<file path="config.mk">
export PLATFORM = sky130hd
export DESIGN_NAME = nonce_scheduler_flat
export DESIGN_NICKNAME = d
export VERILOG_FILES = /design/src/rtl/nonce_scheduler_pkg.sv /design/src/rtl/nonce_scheduler_if.sv /design/src/rtl/nonce_scheduler_hash_lt_target.sv /design/src/rtl/nonce_scheduler.sv /design/src/flat_wrapper.sv
export SDC_FILE = /design/constraint.sdc
export NUM_CORES = 1
export LEC_CHECK = 0
export ABC_AREA = 1
export CAP_MARGIN = 10
export CORE_AREA = 3 3 262 264
export CTS_CLUSTER_DIAMETER = 120
export DETAILED_ROUTE_END_ITERATION = 10
export DIE_AREA = 0 0 265 267
export GPL_TIMING_DRIVEN = 0
export PLACE_DENSITY = 0.67
export RECOVER_POWER = 50
export SLEW_MARGIN = 0
export SYNTH_ARGS = -nofsm -noshare
export SYNTH_HDL_FRONTEND = slang
export SYNTH_SLANG_ARGS = --single-unit
</file>
<file path="constraint.sdc">
create_clock -name clk -period 5 [get_ports clk]
set_input_delay 0.5 -clock clk [delete_from_list [all_inputs] [get_ports clk]]
set_output_delay 0.5 -clock clk [all_outputs]
set_load 0.005 [all_outputs]
</file>
<file path="src/rtl/nonce_scheduler_pkg.sv">
// Shared widths and state encoding for the nonce scheduler slice.
//   NS_WORD_S   : nonce / word width
//   NS_H_SIZE   : hash width
//   NS_MAX_INFL : deepest in-flight nonce count the scheduler must track
//   ns_state_e  : scheduler FSM states
package nonce_scheduler_pkg;

  localparam int NS_WORD_S   = 32;
  localparam int NS_H_SIZE   = 256;
  localparam int NS_MAX_INFL = 256;
  localparam int NS_LANE_W   = 32;

  typedef enum logic [1:0] {
    NS_IDLE  = 2'd0,
    NS_ISSUE = 2'd1,
    NS_FLUSH = 2'd2,
    NS_DONE  = 2'd3
  } ns_state_e;

endpackage

</file>
<file path="src/rtl/nonce_scheduler_if.sv">
// Link between the nonce scheduler and the pipelined SHA block.
//   sha_en       : issue strobe into the SHA pipeline
//   sha_nonce    : nonce issued with sha_en
//   sha_valid    : result valid from the SHA pipeline
//   sha_nonce_in : nonce belonging to the returned result
//   sha_H        : returned hash, bit NS_H_SIZE-1 is the MSB
// master = scheduler side, slave = SHA block side.
interface nonce_scheduler_if;
  import nonce_scheduler_pkg::*;

  logic                 sha_en;
  logic [NS_WORD_S-1:0] sha_nonce;
  logic                 sha_valid;
  logic [NS_WORD_S-1:0] sha_nonce_in;
  logic [NS_H_SIZE-1:0] sha_H;

  modport master (
    output sha_en, sha_nonce,
    input  sha_valid, sha_nonce_in, sha_H
  );

  modport slave (
    input  sha_en, sha_nonce,
    output sha_valid, sha_nonce_in, sha_H
  );

endinterface

</file>
<file path="src/rtl/nonce_scheduler_hash_lt_target.sv">
// Combinational unsigned magnitude compare lt = (a < b) on H_SIZE-bit
// vectors. The compare is cut into LANE_W-bit lanes evaluated in parallel,
// then merged by significance so no single long carry chain is needed.
//   a  : hash value
//   b  : target value
//   lt : 1 when a < b (unsigned)
module hash_lt_target
  import nonce_scheduler_pkg::*;
#(
  parameter int H_SIZE = NS_H_SIZE,
  parameter int LANE_W = NS_LANE_W
) (
  input  logic [H_SIZE-1:0] a,
  input  logic [H_SIZE-1:0] b,
  output logic              lt
);

  localparam int LANES = H_SIZE / LANE_W;

  logic [LANES-1:0] lane_lt_s;
  logic [LANES-1:0] lane_eq_s;

  // Independent per-lane less-than and equality
  always_comb begin
    lane_lt_s = '0;
    lane_eq_s = '0;
    for (int i = 0; i < LANES; i++) begin
      lane_lt_s[i] = (a[i*LANE_W +: LANE_W] < b[i*LANE_W +: LANE_W]);
      lane_eq_s[i] = (a[i*LANE_W +: LANE_W] == b[i*LANE_W +: LANE_W]);
    end
  end

  // Merge from LSB lane upward: a lane decides unless it is equal, then the
  // verdict of the less significant lanes passes through
  always_comb begin
    logic acc;
    acc = 1'b0;
    for (int i = 0; i < LANES; i++) begin
      acc = lane_lt_s[i] | (lane_eq_s[i] & acc);
    end
    lt = acc;
  end

endmodule

</file>
<file path="src/rtl/nonce_scheduler.sv">
// Sequences a pipelined SHA block: issues one nonce per cycle over the
// inclusive range [nonce_start, nonce_end] (wrapping through all-ones),
// tracks in-flight nonces, checks each returned hash against target and
// reports the first winning nonce, range exhaustion or abort.
//   clk, reset   : clock, synchronous active-high reset
//   start        : pulse, latch range/target and begin a run (ignored while busy)
//   abort        : pulse, stop issuing and drain, run ends with aborted set
//   nonce_start  : first nonce (inclusive)
//   nonce_end    : last nonce (inclusive)
//   target       : hit when returned hash < target (unsigned)
//   sha          : issue / result link to the SHA block (master side)
//   busy         : run in progress (issuing or draining)
//   done         : run finished, held until the next accepted start
//   found        : with done, a hit occurred
//   found_nonce  : nonce of the first hit
//   aborted      : with done, run was ended by abort
module nonce_scheduler
  import nonce_scheduler_pkg::*;
#(
  parameter int WORD_S   = NS_WORD_S,
  parameter int H_SIZE   = NS_H_SIZE,
  parameter int MAX_INFL = NS_MAX_INFL
) (
  input  logic              clk,
  input  logic              reset,
  input  logic              start,
  input  logic              abort,
  input  logic [WORD_S-1:0] nonce_start,
  input  logic [WORD_S-1:0] nonce_end,
  input  logic [H_SIZE-1:0] target,
  nonce_scheduler_if.master sha,
  output logic              busy,
  output logic              done,
  output logic              found,
  output logic [WORD_S-1:0] found_nonce,
  output logic              aborted
);

  localparam int INFL_W = $clog2(MAX_INFL + 1);

  ns_state_e         state_r;
  logic [WORD_S-1:0] cur_r;
  logic [WORD_S-1:0] end_r;
  logic [H_SIZE-1:0] target_r;
  logic [INFL_W-1:0] inflight_r;
  logic              found_pending_r;
  logic              abort_flag_r;
  logic [WORD_S-1:0] found_nonce_r;
  logic              sha_en_r;
  logic              busy_r;
  logic              done_r;
  logic              found_r;
  logic              aborted_r;

  logic              h_lt_s;
  logic              valid_ok_s;
  logic              hit_s;
  logic              abort_set_s;
  logic [INFL_W-1:0] inflight_nxt_s;

  hash_lt_target #(
    .H_SIZE (H_SIZE),
    .LANE_W (NS_LANE_W)
  ) u_cmp (
    .a  (sha.sha_H),
    .b  (target_r),
    .lt (h_lt_s)
  );

  // Qualify returned results and decide whether this cycle records a hit or an abort
  always_comb begin
    // A result with nothing in flight cannot belong to this run
    valid_ok_s = sha.sha_valid && (inflight_r != '0);
    hit_s      = valid_ok_s && h_lt_s && !found_pending_r;
    if ((state_r == NS_ISSUE) || (state_r == NS_FLUSH)) begin
      abort_set_s = abort && !found_pending_r && !hit_s;
    end else begin
      abort_set_s = 1'b0;
    end
  end

  // In-flight count: an issue and a retire in the same cycle cancel out
  always_comb begin
    inflight_nxt_s = inflight_r;
    if (sha_en_r && !valid_ok_s) begin
      inflight_nxt_s = inflight_r + INFL_W'(1);
    end else if (!sha_en_r && valid_ok_s) begin
      inflight_nxt_s = inflight_r - INFL_W'(1);
    end else begin
      inflight_nxt_s = inflight_r;
    end
  end

  // Scheduler FSM with nonce counter, hit latch and registered status outputs
  always_ff @(posedge clk) begin
    if (reset) begin
      state_r         <= NS_IDLE;
      cur_r           <= '0;
      end_r           <= '0;
      target_r        <= '0;
      inflight_r      <= '0;
      found_pending_r <= 1'b0;
      abort_flag_r    <= 1'b0;
      found_nonce_r   <= '0;
      sha_en_r        <= 1'b0;
      busy_r          <= 1'b0;
      done_r          <= 1'b0;
      found_r         <= 1'b0;
      aborted_r       <= 1'b0;
    end else begin
      inflight_r <= inflight_nxt_s;
      if (hit_s) begin
        found_pending_r <= 1'b1;
        found_nonce_r   <= sha.sha_nonce_in;
      end
      if (abort_set_s) begin
        abort_flag_r <= 1'b1;
      end
      case (state_r)
        NS_IDLE, NS_DONE: begin
          // start beats a simultaneous abort here because abort is ignored when idle
          if (start) begin
            state_r         <= NS_ISSUE;
            cur_r           <= nonce_start;
            end_r           <= nonce_end;
            target_r        <= target;
            found_pending_r <= 1'b0;
            abort_flag_r    <= 1'b0;
            found_nonce_r   <= '0;
            sha_en_r        <= 1'b1;
            busy_r          <= 1'b1;
            done_r          <= 1'b0;
            found_r         <= 1'b0;
            aborted_r       <= 1'b0;
          end
        end
        NS_ISSUE: begin
          // cur_r is the nonce on the bus this cycle; that issue always completes
          if ((cur_r == end_r) || hit_s || abort) begin
            state_r  <= NS_FLUSH;
            sha_en_r <= 1'b0;
          end else begin
            cur_r <= cur_r + WORD_S'(1);
          end
        end
        NS_FLUSH: begin
          if ((inflight_r == '0) && !sha.sha_valid) begin
            state_r   <= NS_DONE;
            busy_r    <= 1'b0;
            done_r    <= 1'b1;
            found_r   <= found_pending_r;
            aborted_r <= abort_flag_r | abort_set_s;
          end
        end
        default: begin
          state_r  <= NS_IDLE;
          sha_en_r <= 1'b0;
          busy_r   <= 1'b0;
        end
      endcase
    end
  end

  assign sha.sha_en    = sha_en_r;
  assign sha.sha_nonce = cur_r;
  assign busy          = busy_r;
  assign done          = done_r;
  assign found         = found_r;
  assign found_nonce   = found_nonce_r;
  assign aborted       = aborted_r;

endmodule
</file>
<file path="src/flat_wrapper.sv">
// flat-port wrapper written by rule: the top's interface ports become plain ports
module nonce_scheduler_flat import nonce_scheduler_pkg::*;
#(
  parameter int WORD_S   = NS_WORD_S,
  parameter int H_SIZE   = NS_H_SIZE,
  parameter int MAX_INFL = NS_MAX_INFL
)
  (clk, reset, start, abort, nonce_start, nonce_end, target, busy, done, found, found_nonce, aborted, sha_sha_en, sha_sha_nonce, sha_sha_valid, sha_sha_nonce_in, sha_sha_H);
  nonce_scheduler_if sha_i ();
  input  logic clk;
  input  logic reset;
  input  logic start;
  input  logic abort;
  input  logic [WORD_S-1:0] nonce_start;
  input  logic [WORD_S-1:0] nonce_end;
  input  logic [H_SIZE-1:0] target;
  output logic busy;
  output logic done;
  output logic found;
  output logic [WORD_S-1:0] found_nonce;
  output logic aborted;
  output wire logic [$bits(sha_i.sha_en)-1:0] sha_sha_en;
  output wire logic [$bits(sha_i.sha_nonce)-1:0] sha_sha_nonce;
  input wire logic [$bits(sha_i.sha_valid)-1:0] sha_sha_valid;
  input wire logic [$bits(sha_i.sha_nonce_in)-1:0] sha_sha_nonce_in;
  input wire logic [$bits(sha_i.sha_H)-1:0] sha_sha_H;
  assign sha_sha_en = sha_i.sha_en;
  assign sha_sha_nonce = sha_i.sha_nonce;
  assign sha_i.sha_valid = sha_sha_valid;
  assign sha_i.sha_nonce_in = sha_sha_nonce_in;
  assign sha_i.sha_H = sha_sha_H;
  nonce_scheduler #(.WORD_S(WORD_S), .H_SIZE(H_SIZE), .MAX_INFL(MAX_INFL)) u_core (.clk(clk), .reset(reset), .start(start), .abort(abort), .nonce_start(nonce_start), .nonce_end(nonce_end), .target(target), .sha(sha_i), .busy(busy), .done(done), .found(found), .found_nonce(found_nonce), .aborted(aborted));
endmodule
</file>
==> impl_metrics.ini <==
[clocking]
path_clk_slew_ns = 0.06
htreeDepth = 2
clock_latency_ns = 0.57
cts_setup_buffers = 0
cts_buffer_depth = 3
ctsHoldBuffers = 0
cts_root_buf = clkbuf_16
cts_tree = done
cts_resized = 0
cts_made_buffers = 45
cts.sinks = 370

[yosys]
syn_area_um2 = 20600
synth.top_cell.area_share_pct = 36.0
synth_edf_count = 0
synth_area_leaders = dfxtp_1, ha_1, a21oi_1
synthCells = 2722
async_flop_share_pct = 0
ys_seq_area_share_pct = 36.0
syn-mean-instance-area_um2 = 7.56
synth-seq-cells = 370
synth.distinct_cells = 58
yosys_warnings = 0
synth_nets = 3603
synth-main-ff-cell = dfxtp_1
synth_largest_area_cell = dfxtp_1

[job]
drv_cap = 0

[status]
outcome = complete, no violations

[grt]
grt_max_degree = 13
grt_pass1_wl_mm = 119
grt_usage_pct = 21.8
grt_overflow = 0
antenna_found_initial = 24
grt_pass1_vias = 20800

[die]
die_x_um = 265
io-pin-count = 682
die-area_um2 = 70800
dieHeight_um = 267
core_area_um2 = 66800
rows = 95
start_util_pct = 30.8

[drt]
ant_nets = 0
firstDrtPassIters = 7
viasPerCell = 4.80
drtIter0Drc = 1083
drc = 0
wl_mm = 80.0
avgRoutedWirePerCell_um = 18.3
vias = 21000

[setup_path]
max_stage_delay_ns = 0.46
rr_startpoint = u_core.target_r[63]$_SDFFE_PP0P_
crit_buf_inv = 3
required_ns = 5.51
crit_family = simple AND/OR/NAND/NOR gates
path_max_fanout = 10
crit_start = sha_sha_H[23]
critPathKind = in -> reg
start_kind = input pin
crit_path_frequent_cell = nand2_1
crit_path_end_kind = flop
cp.arrival_ns = 4.29
slowest_stage = clkdlybuf4s50_1

[timing]
timing.setup.tns_ns = 0
post-route-period-util_pct = 75.6
worst_slew_pin_slew_ns = 1.12
skew_ns = 0.0285
rsz0062_at_grt = false
setup_viol = 0
max_freq_mhz = 265
slew_headroom_pct = 24.7
post-route-worst-setup-slack_ns = 1.22
drv_slew = 0
hold_violations = 0
min_period_ns = 3.78

[power_and_ir_drop]
p_clk_share_pct = 24.5
p_sw_mw = 5.49
max-vdd-ir-drop_mv = 0.288
swShare_pct = 39.4
p_int_mw = 8.46
pwr-share-comb_pct = 44.1
powerDensity_nw_per_um2 = 464
p_seq_share_pct = 31.5
leakage_nw = 12.7

[place]
dpl_worst_slack_ns = 0.573
place_congestion = 0.928
port_buffers = 681
post-dp-hpwl_mm = 65.5

[cells_and_area]
drive_gt1_share_pct = 3.59
regArea_um2 = 7410
multi_input_comb_area_um2 = 11200
postLayoutCoreUtil_pct = 45.0
layout.nets = 4331
mostFrequentLayoutCells = clkdlybuf4s50_1, a21oi_1, dfxtp_1
final_common_cell = clkdlybuf4s50_1
area_growth_pct = 46.1
final.fill_count = 6689

[min_path]
hold_path_startpoint = u_core.found_nonce[28]$_SDFF_PP0_
hold_class = reg -> reg
-- final cells by class --
class | count | share of cell area [%]
Timing Repair Buffer | 681 | 22.7
Sequential cell | 370 | 24.6
Inverter | 379 | 4.74
Multi-Input combinational cell | 1846 | 37.3
Clock inverter | 16 | 0.632
Clock buffer | 64 | 4.45
Tap cell | 873 | 3.63
Antenna cell | 22 | 0.183
Buffer | 127 | 1.79
-- state kept, by name, summed over array words and instances (netlist names) --
name	flops
u_core.end_r	32
u_core.inflight_r	9
u_core.found_nonce	32
u_core.busy	1
u_core.target_r	256
u_core.done	1
u_core.sha.sha_nonce	32
u_core.found	1
u_core.sha.sha_en	1
u_core.found_pending_r	1
u_core.state_r	2
u_core.abort_flag_r	1
u_core.aborted	1
-- power by group through the flow --
stage	Combinational, mW	Clock (mW)	Sequential, mW
after detailed placement	6.22	0	4.45
after CTS	6.25	3.52	4.39
after floorplan	3.98	0	4.32
after global routing	7.05	3.61	4.49
after global placement	6.09	0	4.42
final	6.16	3.41	4.39
-- per-layer routing --
metal | track usage (%) | share of wire, %
met1 | 25.8 | 41
met2 | 37.3 | 47
met3 | 5.72 | 7.5
met4 | 9.36 | 3.8
met5 | 0 | 0.046
-- per-stage QoR --
step                instance area (um^2)  power, mW  hold slack [ns]  instances
detailed placement                 28500       10.7            0.438       4276
global route                       30100       15.1            0.461       4372
CTS                                30000       14.2            0.447       4356
global placement                   28500       10.5            0.432       4276
floorplan                          20600       8.29            0.433       2722
finish                             30100       14.0            0.442       4378
-- synthesized netlist by cell type, drive strengths merged, types with 4 or more instances --
library cell  number
a21oi            410
inv              376
o21ai            373
dfxtp            370
nand2            280
ha               267
nor2             248
clkbuf           111
nand3             55
xor2              38
nand4             34
nor3              29
nor4              20
buf               16
a211oi             8
mux2i              8
nand3b             8
o211ai             8
xnor2              6
a31oi              5
o21a               5
o221ai             5
a21boi             4
a221oi             4
o21bai             4
o22ai              4
or2                4
-- logic make-up after synthesis --
logic type	share of synthesized area, %
AOI/OAI and AO/OA	21.2
xor gates and xnor gates	1.87
adders and majority gates	16.3
buffers and inverters	9.54
DFF	36.0
muxes	0.389
and+or+nand+nor	14.7
-- worst register-to-register path, delay by kind of cell, from the launching register on --
family / cells / cell delay (ns)
flip-flops: 1 / 0.31
AND/OR/NAND/NOR: 24 / 2.49
adder cells (fa/ha/maj): 1 / 0.28
buffers and inverters: 4 / 0.53
-- path summary, 6_finish.rpt --
kind | end | slack [ns] | cells after the start
worst min register to register | u_core.found_nonce[28]$_SDFF_PP0_ | 0.44 | 2
worst min-delay path | u_core.found_nonce[28]$_SDFF_PP0_ | 0.44 | 2
worst max register to register | u_core.found_nonce[10]$_SDFF_PP0_ | 1.31 | 29
worst max-delay path | u_core.found_nonce[10]$_SDFF_PP0_ | 1.22 | 26
No activity file was read; power rests on OpenSTA's default activity.
